===== src/rtl/me_unit_varlat.sv =====
// Memory-access pipeline stage between EX and WB for a variable-latency data memory.
// Holds a load/store until its in-order response returns, buffers it under WB stall, drops stale ones.
module me_unit_varlat #(
  parameter int unsigned DATA_W = 32,
  parameter int unsigned PC_W   = 32,
  parameter int unsigned DEST_W = 5,
  parameter int unsigned DROP_W = 2
) (
  input  logic              clk,
  input  logic              resetn,
  input  logic              ex_valid,
  input  logic [PC_W-1:0]   ex_pc,
  input  logic [DATA_W-1:0] ex_result,
  input  logic              ex_res_from_mem,
  input  logic              ex_gr_we,
  input  logic [DEST_W-1:0] ex_dest,
  input  logic [1:0]        ex_ld_size,
  input  logic              ex_ld_unsigned,
  input  logic              ex_req_sent,
  output logic              me_allow_in,
  input  logic              data_ok,
  input  logic [DATA_W-1:0] rdata,
  input  logic              wb_allow_in,
  input  logic              flush,
  output logic              wb_valid,
  output logic [PC_W-1:0]   wb_pc,
  output logic              wb_gr_we,
  output logic [DEST_W-1:0] wb_dest,
  output logic [DATA_W-1:0] wb_result,
  output logic [DEST_W-1:0] me_dest,
  output logic [DATA_W-1:0] me_fwd_res,
  output logic              me_fwd_busy
);

  localparam int unsigned       OffW    = $clog2(DATA_W / 8);
  localparam logic [DROP_W-1:0] DropMax = '1;

  logic              me_valid_q, me_valid_d;
  logic [PC_W-1:0]   pc_q, pc_d;
  logic [DATA_W-1:0] result_q, result_d;
  logic              res_from_mem_q, res_from_mem_d;
  logic              gr_we_q, gr_we_d;
  logic [DEST_W-1:0] dest_q, dest_d;
  logic [1:0]        ld_size_q, ld_size_d;
  logic              ld_unsigned_q, ld_unsigned_d;
  logic              req_pend_q, req_pend_d;
  logic              buf_valid_q, buf_valid_d;
  logic [DATA_W-1:0] rdata_buf_q, rdata_buf_d;
  logic [DROP_W-1:0] drop_cnt_q, drop_cnt_d;

  logic drop_hit, resp_live, owned, ready_go, leave, drop_inc;

  // A response is stale while drop_cnt is non-zero; only a live one can complete ME.
  assign drop_hit  = data_ok & (drop_cnt_q != '0);
  assign resp_live = data_ok & (drop_cnt_q == '0);
  assign owned     = resp_live & me_valid_q & req_pend_q & ~buf_valid_q;
  assign ready_go  = ~req_pend_q | buf_valid_q | resp_live;
  assign leave     = wb_valid & wb_allow_in;
  assign drop_inc  = flush & me_valid_q & req_pend_q & ~buf_valid_q & ~owned;

  assign wb_valid    = me_valid_q & ready_go & ~flush;
  assign me_allow_in = ~me_valid_q | (ready_go & wb_allow_in);

  always_comb begin
    me_valid_d     = me_valid_q;
    pc_d           = pc_q;
    result_d       = result_q;
    res_from_mem_d = res_from_mem_q;
    gr_we_d        = gr_we_q;
    dest_d         = dest_q;
    ld_size_d      = ld_size_q;
    ld_unsigned_d  = ld_unsigned_q;
    req_pend_d     = req_pend_q;
    if (me_allow_in) begin
      me_valid_d = ex_valid;
      if (ex_valid) begin
        pc_d           = ex_pc;
        result_d       = ex_result;
        res_from_mem_d = ex_res_from_mem;
        gr_we_d        = ex_gr_we;
        dest_d         = ex_dest;
        ld_size_d      = ex_ld_size;
        ld_unsigned_d  = ex_ld_unsigned;
        req_pend_d     = ex_req_sent;
      end
    end
    if (flush) begin
      me_valid_d = 1'b0;
    end
  end

  always_comb begin
    buf_valid_d = buf_valid_q;
    rdata_buf_d = rdata_buf_q;
    if (flush || leave) begin
      buf_valid_d = 1'b0;
    end else if (owned && !wb_allow_in) begin
      buf_valid_d = 1'b1;
      rdata_buf_d = rdata;
    end
  end

  // A stale response and a new flush-orphaned request in the same cycle cancel out.
  always_comb begin
    drop_cnt_d = drop_cnt_q;
    if (drop_inc && !drop_hit && drop_cnt_q != DropMax) begin
      drop_cnt_d = drop_cnt_q + DROP_W'(1);
    end else if (drop_hit && !drop_inc) begin
      drop_cnt_d = drop_cnt_q - DROP_W'(1);
    end
  end

  always_ff @(posedge clk) begin
    if (!resetn) begin
      me_valid_q     <= 1'b0;
      pc_q           <= '0;
      result_q       <= '0;
      res_from_mem_q <= 1'b0;
      gr_we_q        <= 1'b0;
      dest_q         <= '0;
      ld_size_q      <= '0;
      ld_unsigned_q  <= 1'b0;
      req_pend_q     <= 1'b0;
      buf_valid_q    <= 1'b0;
      rdata_buf_q    <= '0;
      drop_cnt_q     <= '0;
    end else begin
      me_valid_q     <= me_valid_d;
      pc_q           <= pc_d;
      result_q       <= result_d;
      res_from_mem_q <= res_from_mem_d;
      gr_we_q        <= gr_we_d;
      dest_q         <= dest_d;
      ld_size_q      <= ld_size_d;
      ld_unsigned_q  <= ld_unsigned_d;
      req_pend_q     <= req_pend_d;
      buf_valid_q    <= buf_valid_d;
      rdata_buf_q    <= rdata_buf_d;
      drop_cnt_q     <= drop_cnt_d;
    end
  end

  // Load lane extraction: shift the addressed, size-aligned lane down, then mask and extend.
  logic [DATA_W-1:0] sel_data, shifted, keep, ld_ext;
  logic [OffW-1:0]   off, off_al;
  logic [1:0]        eff_size;
  logic              sign;

  always_comb begin
    sel_data = buf_valid_q ? rdata_buf_q : rdata;
    eff_size = (DATA_W == 32 && ld_size_q == 2'd3) ? 2'd2 : ld_size_q;
    off      = result_q[OffW-1:0];
    case (eff_size)
      2'd0: begin
        off_al = off;
        keep   = DATA_W'(8'hff);
      end
      2'd1: begin
        off_al = off & ~OffW'(1);
        keep   = DATA_W'(16'hffff);
      end
      2'd2: begin
        off_al = off & ~OffW'(3);
        keep   = DATA_W'(32'hffff_ffff);
      end
      default: begin
        off_al = '0;
        keep   = '1;
      end
    endcase
    shifted = sel_data >> {off_al, 3'b000};
    // Sign bit is the top bit of the kept lane.
    sign    = ~ld_unsigned_q & (|(shifted & keep & ~(keep >> 1)));
    ld_ext  = (shifted & keep) | (sign ? ~keep : '0);
  end

  assign wb_pc       = pc_q;
  assign wb_gr_we    = gr_we_q;
  assign wb_dest     = dest_q;
  assign wb_result   = res_from_mem_q ? ld_ext : result_q;
  assign me_fwd_res  = wb_result & {DATA_W{gr_we_q}};
  assign me_dest     = (me_valid_q & gr_we_q) ? dest_q : '0;
  assign me_fwd_busy = me_valid_q & res_from_mem_q & ~ready_go;

  // Upstream must never orphan more responses than the drop counter can track.
  assert property (@(posedge clk) disable iff (!resetn)
                   (drop_inc && !drop_hit) |-> (drop_cnt_q != DropMax));

endmodule


===== config.mk =====
export PLATFORM = sky130hd
export DESIGN_NAME = me_unit_varlat
export DESIGN_NICKNAME = d
export VERILOG_FILES = /design/src/rtl/me_unit_varlat.sv
export SDC_FILE = /design/constraint.sdc
export NUM_CORES = 1
export LEC_CHECK = 0
export ABC_AREA = 1
export CAP_MARGIN = 15
export CORE_MARGIN = 2
export CORE_UTILIZATION = 40
export CTS_BUF_LIST = sky130_fd_sc_hd__clkbuf_4 sky130_fd_sc_hd__clkbuf_8
export CTS_CLUSTER_DIAMETER = 120
export DETAILED_ROUTE_END_ITERATION = 16
export PLACE_DENSITY = 0.75
export SKIP_CTS_REPAIR_TIMING = 1
export SYNTH_ARGS = -nofsm -noshare
export SYNTH_HDL_FRONTEND = slang
export SYNTH_SLANG_ARGS = --single-unit

===== constraint.sdc =====
create_clock -name clk -period 4.3 [get_ports clk]
set_clock_uncertainty 0.2 [all_clocks]
set_input_delay 0.86 -clock clk [delete_from_list [all_inputs] [get_ports clk]]
set_output_delay 0.86 -clock clk [all_outputs]
set_load 0.1 [all_outputs]

* Word level (Yosys, flattened, before mapping)
Cells that the tools add are included.
** Cells by class
- Add/sub/neg operators :: 2
- Multiply operators :: 0
- Div/mod/pow operators :: 0
- $lt $le $gt $ge :: 0
- Equal/unequal tests :: 3
- Shift operators :: 1
- Multiplexer cells :: 9
- Bitwise logic cells :: 35
- Reductions and logical operators :: 17
** Operators with widths (number)
- $and A32 B32 Y32 :: 3
- $mux W32 :: 3
- $pmux W32 S2 :: 1
- $not A31 Y32 :: 1
- $not A32 Y32 :: 1
- $or A32 B32 Y32 :: 1
- $reduce_or A32 Y1 :: 1
- $shr A32 B5 Y32 :: 1
- $and A1 B1 Y1 :: 17
- $not A1 Y1 :: 9
- $mux W2 :: 3
- $mux W5 :: 1
- $logic_and A1 B1 Y1 :: 4
- $logic_not A2 Y1 :: 2
- $pmux W2 S2 :: 1
- $reduce_and A2 Y1 :: 2
- $reduce_bool A2 Y1 :: 2
- $reduce_or A2 Y1 :: 2
- $logic_not A1 Y1 :: 3
- $or A1 B1 Y1 :: 3
- $add A2 B1 Y2 const B :: 1
- $eq A2 B1 Y1 const B :: 1
- $eq A2 B2 Y1 const B :: 1
- $ne A2 B2 Y1 const B :: 1
- other kinds (2) :: 2
** Storage, ports and cells
- Register bits after elaboration :: 111
- Bits in latches :: 0
- Memory bits (writable) :: 0
- Bits in read-only memories :: 0
- Input bits :: 113
- Output and inout port bits :: 110
- Word-level logic and storage cells :: 79
- Memories kept :: 0

* Depth between registers and ports, before layout
Gate-level depths: netlist (run 1).
- Word-level depth :: 13
- Depth in mapped cells :: 13
- Depth with buffers taken out :: 12

* Worst setup path after synthesis (run 1)
Ideal clock, no wire load.
- Path type :: input port to output port
- From :: input rdata[25]
- To :: output me_fwd_res[1]
- Arrival :: 4000 ps
- Data required time :: 3240 ps
- Slack :: -760 ps
- Stages on the path :: 8
- Cell sequence :: o21ai_0 > nand2_1 > o21ai_0 > nand2_1 > nand2_1 > o21ai_1 > inv_1 > nor2_1
** Between the ends
- Word-level cells in the longest chain between the ends :: 10
** RTL lines
- from (decl) :: line 22 : input logic [DATA_W-1:0] rdata,
- $mux W32 (*) :: line 150 : sel_data = buf_valid_q ? rdata_buf_q : rdata;
- $shr A32 B5 Y32 (*) :: line 171 : shifted = sel_data >> {off_al, 3'b000};
- $and A32 B32 Y32 (*) :: line 173, 174
- $and A32 B32 Y32 :: line 173 : sign = ~ld_unsigned_q & (|(shifted & keep & ~(keep >> 1)));
- $reduce_or A32 Y1 :: line 173
- $and A1 B1 Y1 :: line 173
- $mux W32 :: line 174 : ld_ext = (shifted & keep) | (sign ? ~keep : '0);
- $or A32 B32 Y32 (*) :: line 174
- $mux W32 (*) :: line 180 : assign wb_result = res_from_mem_q ? ld_ext : result_q;
- named net wb_result[1] :: line 29 : output logic [DATA_W-1:0] wb_result,
- $and A32 B32 Y32 (*) :: line 181 : assign me_fwd_res = wb_result & {DATA_W{gr_we_q}};
- to (decl) :: line 31 : output logic [DATA_W-1:0] me_fwd_res,
Mark *: on every way through the listed nets, which the timed path passes. The rest lies on a longest branch.

* Worst setup path after layout (run 1)
- From :: input rdata[30]
- To :: output me_fwd_res[22]
** Between the ends
- Word-level cells in the longest chain between the ends :: 10
** RTL lines (line)
- $mux W32 (*) :: 150
- $shr A32 B5 Y32 (*) :: 171
- $and A32 B32 Y32 (*) :: 173, 174
- $and A32 B32 Y32 :: 173
- $reduce_or A32 Y1 :: 173
- $and A1 B1 Y1 :: 173
- $mux W32 :: 174
- $or A32 B32 Y32 (*) :: 174
- $mux W32 (*) :: 180
- $and A32 B32 Y32 (*) :: 181
Mark *: on every way between the ends. The rest lies on a longest branch, timed or not.

==> results.cfg, run 1 <==
[detailed_routing]
vias_per_cell = 5.02
drt_first_iter_violations = 424
routed_wire_length_per_instance_um = 15.4
route.vias.total = 6223
drcViolationCount = 0
firstDrtPassIters = 5
routed_wl_um = 19100
antenna_left = 0

[final_layout]
area_growth_syn_to_layout_pct = 56.0
fill_cells = 1273
drive_gt1_frac = 0.119
finish.utilization = 0.634
final_net_count = 1167
antennaDiodeCount = 0
finished_layout_cells = 1239

[global_route]
grt_pass1_vias = 5815
pin_count_of_the_biggest_net_entering_global_routing = 78
grt_antenna_before_repair = 0
grtUsageTotal = 0.254
global_route_wire_length_before_repair_um = 29700
globalRoute.totalOverflow = 0

[placed_design]
dp_cells = 1222
gpl.final_weighted_congestion = 0.842
dp_worst_setup_slack_ps = 291
dp_hpwl_um = 14100
number_of_i_o_port_buffers = 222

[worst_setup_path]
r2r-end = wb_pc[29]
delay_of_the_slowest_cell_on_the_worst_path_ps = 470
worst_ep_required_time_ps = 3240
timing.critical_path.from_type = input pin
worstPathCellList = clkdlybuf4s50_1 > inv_1 > o21ai_0 > inv_1 > o21ai_0 > nand2_1 > nand2_1 > nand3_2 > a21oi_1 > buf_12
timing_worst_setup_path_type = input pin to primary output
end_kind = primary output
timing.critical_path.arrival_ps = 2960
worst-path-max-fanout = 2
worstRegToRegCells = 8
cpMaxStageDelayCell = clkdlybuf4s50_1
regToRegSetupSlack_ps = 1670
reg2reg_from = buf_valid_q

[yosys]
per_instance_average_area_after_synthesis_um2 = 6.47
yosysMostFrequentCell = nand2_1
synth.net_count = 982
ffs_w_async_s_r_synth = 0
count_of_flip_flops_with_a_built_in_enable_after_synthesis = 0
mappedNetlistArea_um2 = 5620
area_share_of_the_largest_cell_type_after_synthesis = 0.395
largest_area_contributor_in_the_synthesized_netlist = dfxtp_1
synth.distinct_cells = 31
ys_seq_elements = 111
synthesis.instances = 869
synth-seq-area-share = 0.395
biggest_area_contributors_in_the_synthesized_netlist = dfxtp_1 40%, o21ai_0 13%, nand2_1 11%
ys_dominant_reg_cell = dfxtp_1
yosys_warnings = 0
synth_commonest_cells = 169 x nand2_1, 149 x nor2_1, 143 x o21ai_0, 111 x dfxtp_1, 78 x inv_1

[clock_tree]
clk_pin_slew_worst_paths_ps = 100
htree_num_levels = 3
numCtsBuffers = 9
clock_latency_ps = 390
cts_buffer_depth = 2
cts_tree = done
numClockSinks = 111
cts.root.buffer_cell = clkbuf_8

[timing]
hold_viol = 0
final_hold_slack_ps = 251
max_slew_margin = 0.311
setup_viol = 0
fin_setup_tns_ps = 0
min_period_over_period = 0.934
rsz0062_at_grt = false
postLayoutSetupSlackWorst_ps = 282
report.final.slew_viol_count = 0
clock.fmax_mhz = 249
worst_slew_pin_slew_ps = 1030
layout_min_cycle_time_ps = 4020

[floorplanning]
floorplan_die_area_um2 = 15000
fp.coreArea_um2 = 13800
initial_core_util = 0.406
num_io_pins = 223
chipHeight_um = 123
die-width_um = 123
std_cell_rows = 43

[power_and_ir_drop]
power.density_nw_per_um2 = 365
ir_worst_vdd_mv = 0.220
swShare = 0.421
p_sw_w = 0.00135
clkPwrFrac = 0.220
relative_contribution_of_sequential_cells_to_total_power = 0.348
pwr-share-comb = 0.432
p_int_w = 0.00185
p_leak_nw = 3.61

[job]
cap_viol_max_count = 0

[worst_hold_path]
timing.hold.worst.start = rdata_buf_q[22]
hold_path_class = flip-flop to flip-flop
hold_depth = 2
holdPathEnd = rdata_buf_q[22]

[outcome]
outcome = finished clean
[logic make-up (layout without fill, tap and decap cells)]
family	after synthesis	after routing	synth area share
AND/OR/NAND/NOR	368	368	0.271
AO/OA/AOI/OAI	249	249	0.233
buffers and inverters	141	331	0.100
flip-flops	111	111	0.395
[cell usage in the layout, fill, tap and decap left out, types with 3 or more instances in the layout]
cell type / Yosys / final
dfxtp_1: 111 / 111
nand3_1: 29 / 28
o21ai_1: 6 / 5
o21ai_0: 143 / 143
buf_12: 0 / 63
nor2_1: 149 / 148
inv_1: 78 / 78
inv_2: 3 / 3
o211ai_1: 9 / 9
buf_4: 2 / 15
nand2_4: 2 / 3
clkdlybuf4s50_1: 0 / 154
nand3_2: 11 / 12
clkbuf_8: 0 / 9
nand2_1: 169 / 169
a21oi_1: 77 / 77
a21oi_2: 3 / 3
[per-stage QoR]
| step | power (W) | cell area, um^2 |
|---|---|---|
| floorplan | 0.00202 | 5630 |
| global placement | 0.00250 | 8520 |
| detailed placement | 0.00251 | 8520 |
| CTS | 0.00321 | 8740 |
| global route | 0.00333 | 8770 |
| finish | 0.00320 | 8770 |
[registers in the layout, indices dropped and copies added (netlist names), 2 cells and up]
signal,flops
wb_pc,32
result_q,32
drop_cnt_q,2
ld_size_q,2
rdata_buf_q,32
wb_dest,5
[routing by layer]
| metal | vias to the layer above | GRT usage | share of wire | wire, um |
|---|---|---|---|---|
| met2 | 222 | 0.395 | 0.45 | 8620 |
| met3 | 42 | 0.0874 | 0.085 | 1610 |
| met1 | 2790 | 0.316 | 0.43 | 8110 |
| li1 | 3169 | - | - | - |
| met5 | - | 0 | 0 | 0 |
| met4 | 0 | 0.121 | 0.038 | 724 |
[worst max-delay path by stage]
stage / depth (start not counted) / slack [ps] / start / end
floorplan: 13 / 70 / rdata[23] / me_fwd_res[24]
global placement: 10 / 340 / rdata[30] / me_fwd_res[22]
detailed placement: 10 / 290 / rdata[30] / me_fwd_res[22]
CTS: 13 / 250 / ld_size_q[1] / me_fwd_res[31]
global route: 14 / 110 / rdata[31] / me_fwd_res[31]
finish: 10 / 280 / rdata[30] / me_fwd_res[22]
[final cells by class]
| cell class | count | area [um^2] | share of cell area |
|---|---|---|---|
| timing repair buffer | 234 | 2950 | 0.336 |
| multi-input combinational | 617 | 2850 | 0.325 |
| sequential | 111 | 2220 | 0.253 |
| inverter | 81 | 304 | 0.0347 |
| tap | 180 | 225 | 0.0257 |
| clock buffer | 10 | 131 | 0.0150 |
| clock inverter | 6 | 85.1 | 0.00970 |
[worst max-delay path: cells and delay by family]
family          cells  cell delay (ps)
compound gates      3              940
buf+inv             4              810
simple gates        3              320
[power by group through the flow]
stage | clock (W) | sequential [W] | combinational (W)
after global placement | 0 | 0.00113 | 0.00137
after global routing | 0.000757 | 0.00112 | 0.00145
after detailed placement | 0 | 0.00114 | 0.00138
after CTS | 0.000717 | 0.00111 | 0.00138
after floorplan | 0 | 0.00133 | 0.000692
final | 0.000704 | 0.00111 | 0.00138
Note: power is estimated with default switching activity, not from simulation.
==> run 2, diff against run 1 <==
--- a/config.mk
+++ b/config.mk
@@ -7,7 +7,7 @@
 export LEC_CHECK = 0
 export ABC_AREA = 1
 export CAP_MARGIN = 15
-export CORE_MARGIN = 2
+export CORE_MARGIN = 8
 export CORE_UTILIZATION = 40
 export CTS_BUF_LIST = sky130_fd_sc_hd__clkbuf_4 sky130_fd_sc_hd__clkbuf_8
 export CTS_CLUSTER_DIAMETER = 120
==> results.cfg, run 2 (same netlist as run 1, synthesis figures left out) <==
[outcome]
outcome = finished clean

[power_and_ir_drop]
ir_worst_vdd_mv = 0.364
power.density_nw_per_um2 = 372
p_leak_nw = 3.63

[global_route]
global_route_wire_length_before_repair_um = 32600
globalRoute.totalOverflow = 0
grt_pass1_vias = 6171
grt_antenna_before_repair = 1
pin_count_of_the_biggest_net_entering_global_routing = 65
grtUsageTotal = 0.228

[worst_setup_path]
timing.critical_path.from_type = input pin
worst-path-max-fanout = 16
cpMaxStageDelayCell = clkdlybuf4s50_1
delay_of_the_slowest_cell_on_the_worst_path_ps = 510
critPathBufInv = 3
cpLargestDelayFamily = simple AND/OR/NAND/NOR gates
timing_worst_setup_path_type = input pin to primary output
worstPathCellList = clkdlybuf4s50_1 > inv_1 > nand2_1 > nand2_1 > nand2_1 > nand3_1 > nand2_1 > nand2_1 > nand3_2 > nand2_2 > nand2_4 > nand3_1 > a21oi_1 > buf_12
cpMostUsedCell = nand2_1
timing.critical_path.arrival_ps = 2930
worst_ep_required_time_ps = 3240
end_kind = primary output

[timing]
report.final.slew_viol_count = 0
clock.fmax_mhz = 251
fin_setup_tns_ps = 0
postLayoutSetupSlackWorst_ps = 314
max_slew_margin = 0.311
hold_viol = 0
min_period_over_period = 0.927
rsz0062_at_grt = false
layout_min_cycle_time_ps = 3990
worst_slew_pin_slew_ps = 1030
setup_viol = 0

[final_layout]
final_common_cell = nand2_1
area_of_all_placed_cells_without_fillers_um2 = 8810
fill_cells = 1247
antennaDiodeCount = 0
area_growth_syn_to_layout_pct = 56.7
final_net_count = 1169
drive_gt1_frac = 0.121
most-common-layout-cells = 169 x nand2_1, 154 x clkdlybuf4s50_1, 148 x nor2_1, 143 x o21ai_0, 110 x dfxtp_1

[clock_tree]
numCtsBuffers = 9
clk_pin_slew_worst_paths_ps = 100
cts_buffer_depth = 2
numClockSinks = 111
cts_tree = done
clock_latency_ps = 380
cts.root.buffer_cell = clkbuf_8
htree_num_levels = 3

[detailed_routing]
routed_wl_um = 20800
firstDrtPassIters = 6
route.vias.total = 6252
routed_wire_length_per_instance_um = 16.8
vias_per_cell = 5.04
route.met2.wl_um = 9790
antenna_left = 0
topmost_layer_with_routed_signal_wires = met5
route.met3.wl_um = 2220
routedLengthMet1_um = 8260
drt_first_iter_violations = 392
drcViolationCount = 0

[floorplanning]
num_io_pins = 223
fp.coreArea_um2 = 13800
chipHeight_um = 135
initial_core_util = 0.406
die-width_um = 135
floorplan_die_area_um2 = 18100
std_cell_rows = 43

[worst_hold_path]
hold_path_class = flip-flop to flip-flop

[placed_design]
number_of_i_o_port_buffers = 222
gpl.final_weighted_congestion = 0.842
dp_worst_setup_slack_ps = 334
dp_hpwl_um = 15900
cell_area_reported_after_detailed_placement_um2 = 8560

[job]
cap_viol_max_count = 0
## run 2: changes by cell type in the layout (fill, tap and decap cells not counted), sizes merged
cell,change
clkbuf,-1
clkinv,-1
bufinv,+1
inv,+1
clkinvlp,-1
buf,+1
nor2,+1
## run 2: area by class of cell
cell class | count | area, um^2 | share of cell area
Timing Repair Buffer | 235 | 2960 | 0.336
Inverter | 81 | 304 | 0.0345
Sequential cell | 111 | 2220 | 0.252
Clock inverter | 6 | 118 | 0.0134
Clock buffer | 9 | 124 | 0.0141
Multi-Input combinational cell | 618 | 2850 | 0.324
Tap cell | 180 | 225 | 0.0256
## run 2: power breakdown
| part | total (W) | switching (W) | leakage, nW | internal (W) |
|---|---|---|---|---|
| logic | 0.00139 | 0.000954 | 2.59 | 0.000441 |
| registers | 0.00111 | 0.0000307 | 0.914 | 0.00108 |
| clock network | 0.000765 | 0.000376 | 0.117 | 0.000389 |
## run 2: stage by stage
step | utilization | hold slack, ps | total power (W) | cells
3_3_place_gp | 0.619 | 233 | 0.00253 | 1224
6_report | 0.637 | 250 | 0.00327 | 1240
2_1_floorplan | - | 224 | 0.00202 | 869
3_5_place_dp | 0.619 | 235 | 0.00253 | 1224
4_1_cts | 0.637 | 250 | 0.00330 | 1239
5_1_grt | 0.637 | 278 | 0.00341 | 1240
## run 2: per-layer routing
layer | GRT usage | vias up
met3 | 0.109 | 30
met2 | 0.383 | 222
met5 | 0 | -
met1 | 0.250 | 2818
li1 | - | 3180
met4 | 0.0705 | 2
## run 2: tightest hold or removal path, cell delays in order (launching register included)
cell and delay, ps:
dfxtp_1 320, inv_1 50, a21oi_1 50
## run 2: final timing paths
kind / start / to / slack (ps) / cells after the start
min: rdata_buf_q[10] / rdata_buf_q[10] / 250 / 2
max reg2reg: buf_valid_q / wb_dest[1] / 1880 / 8
min reg2reg: rdata_buf_q[10] / rdata_buf_q[10] / 250 / 2
max: rdata[23] / me_fwd_res[31] / 310 / 14
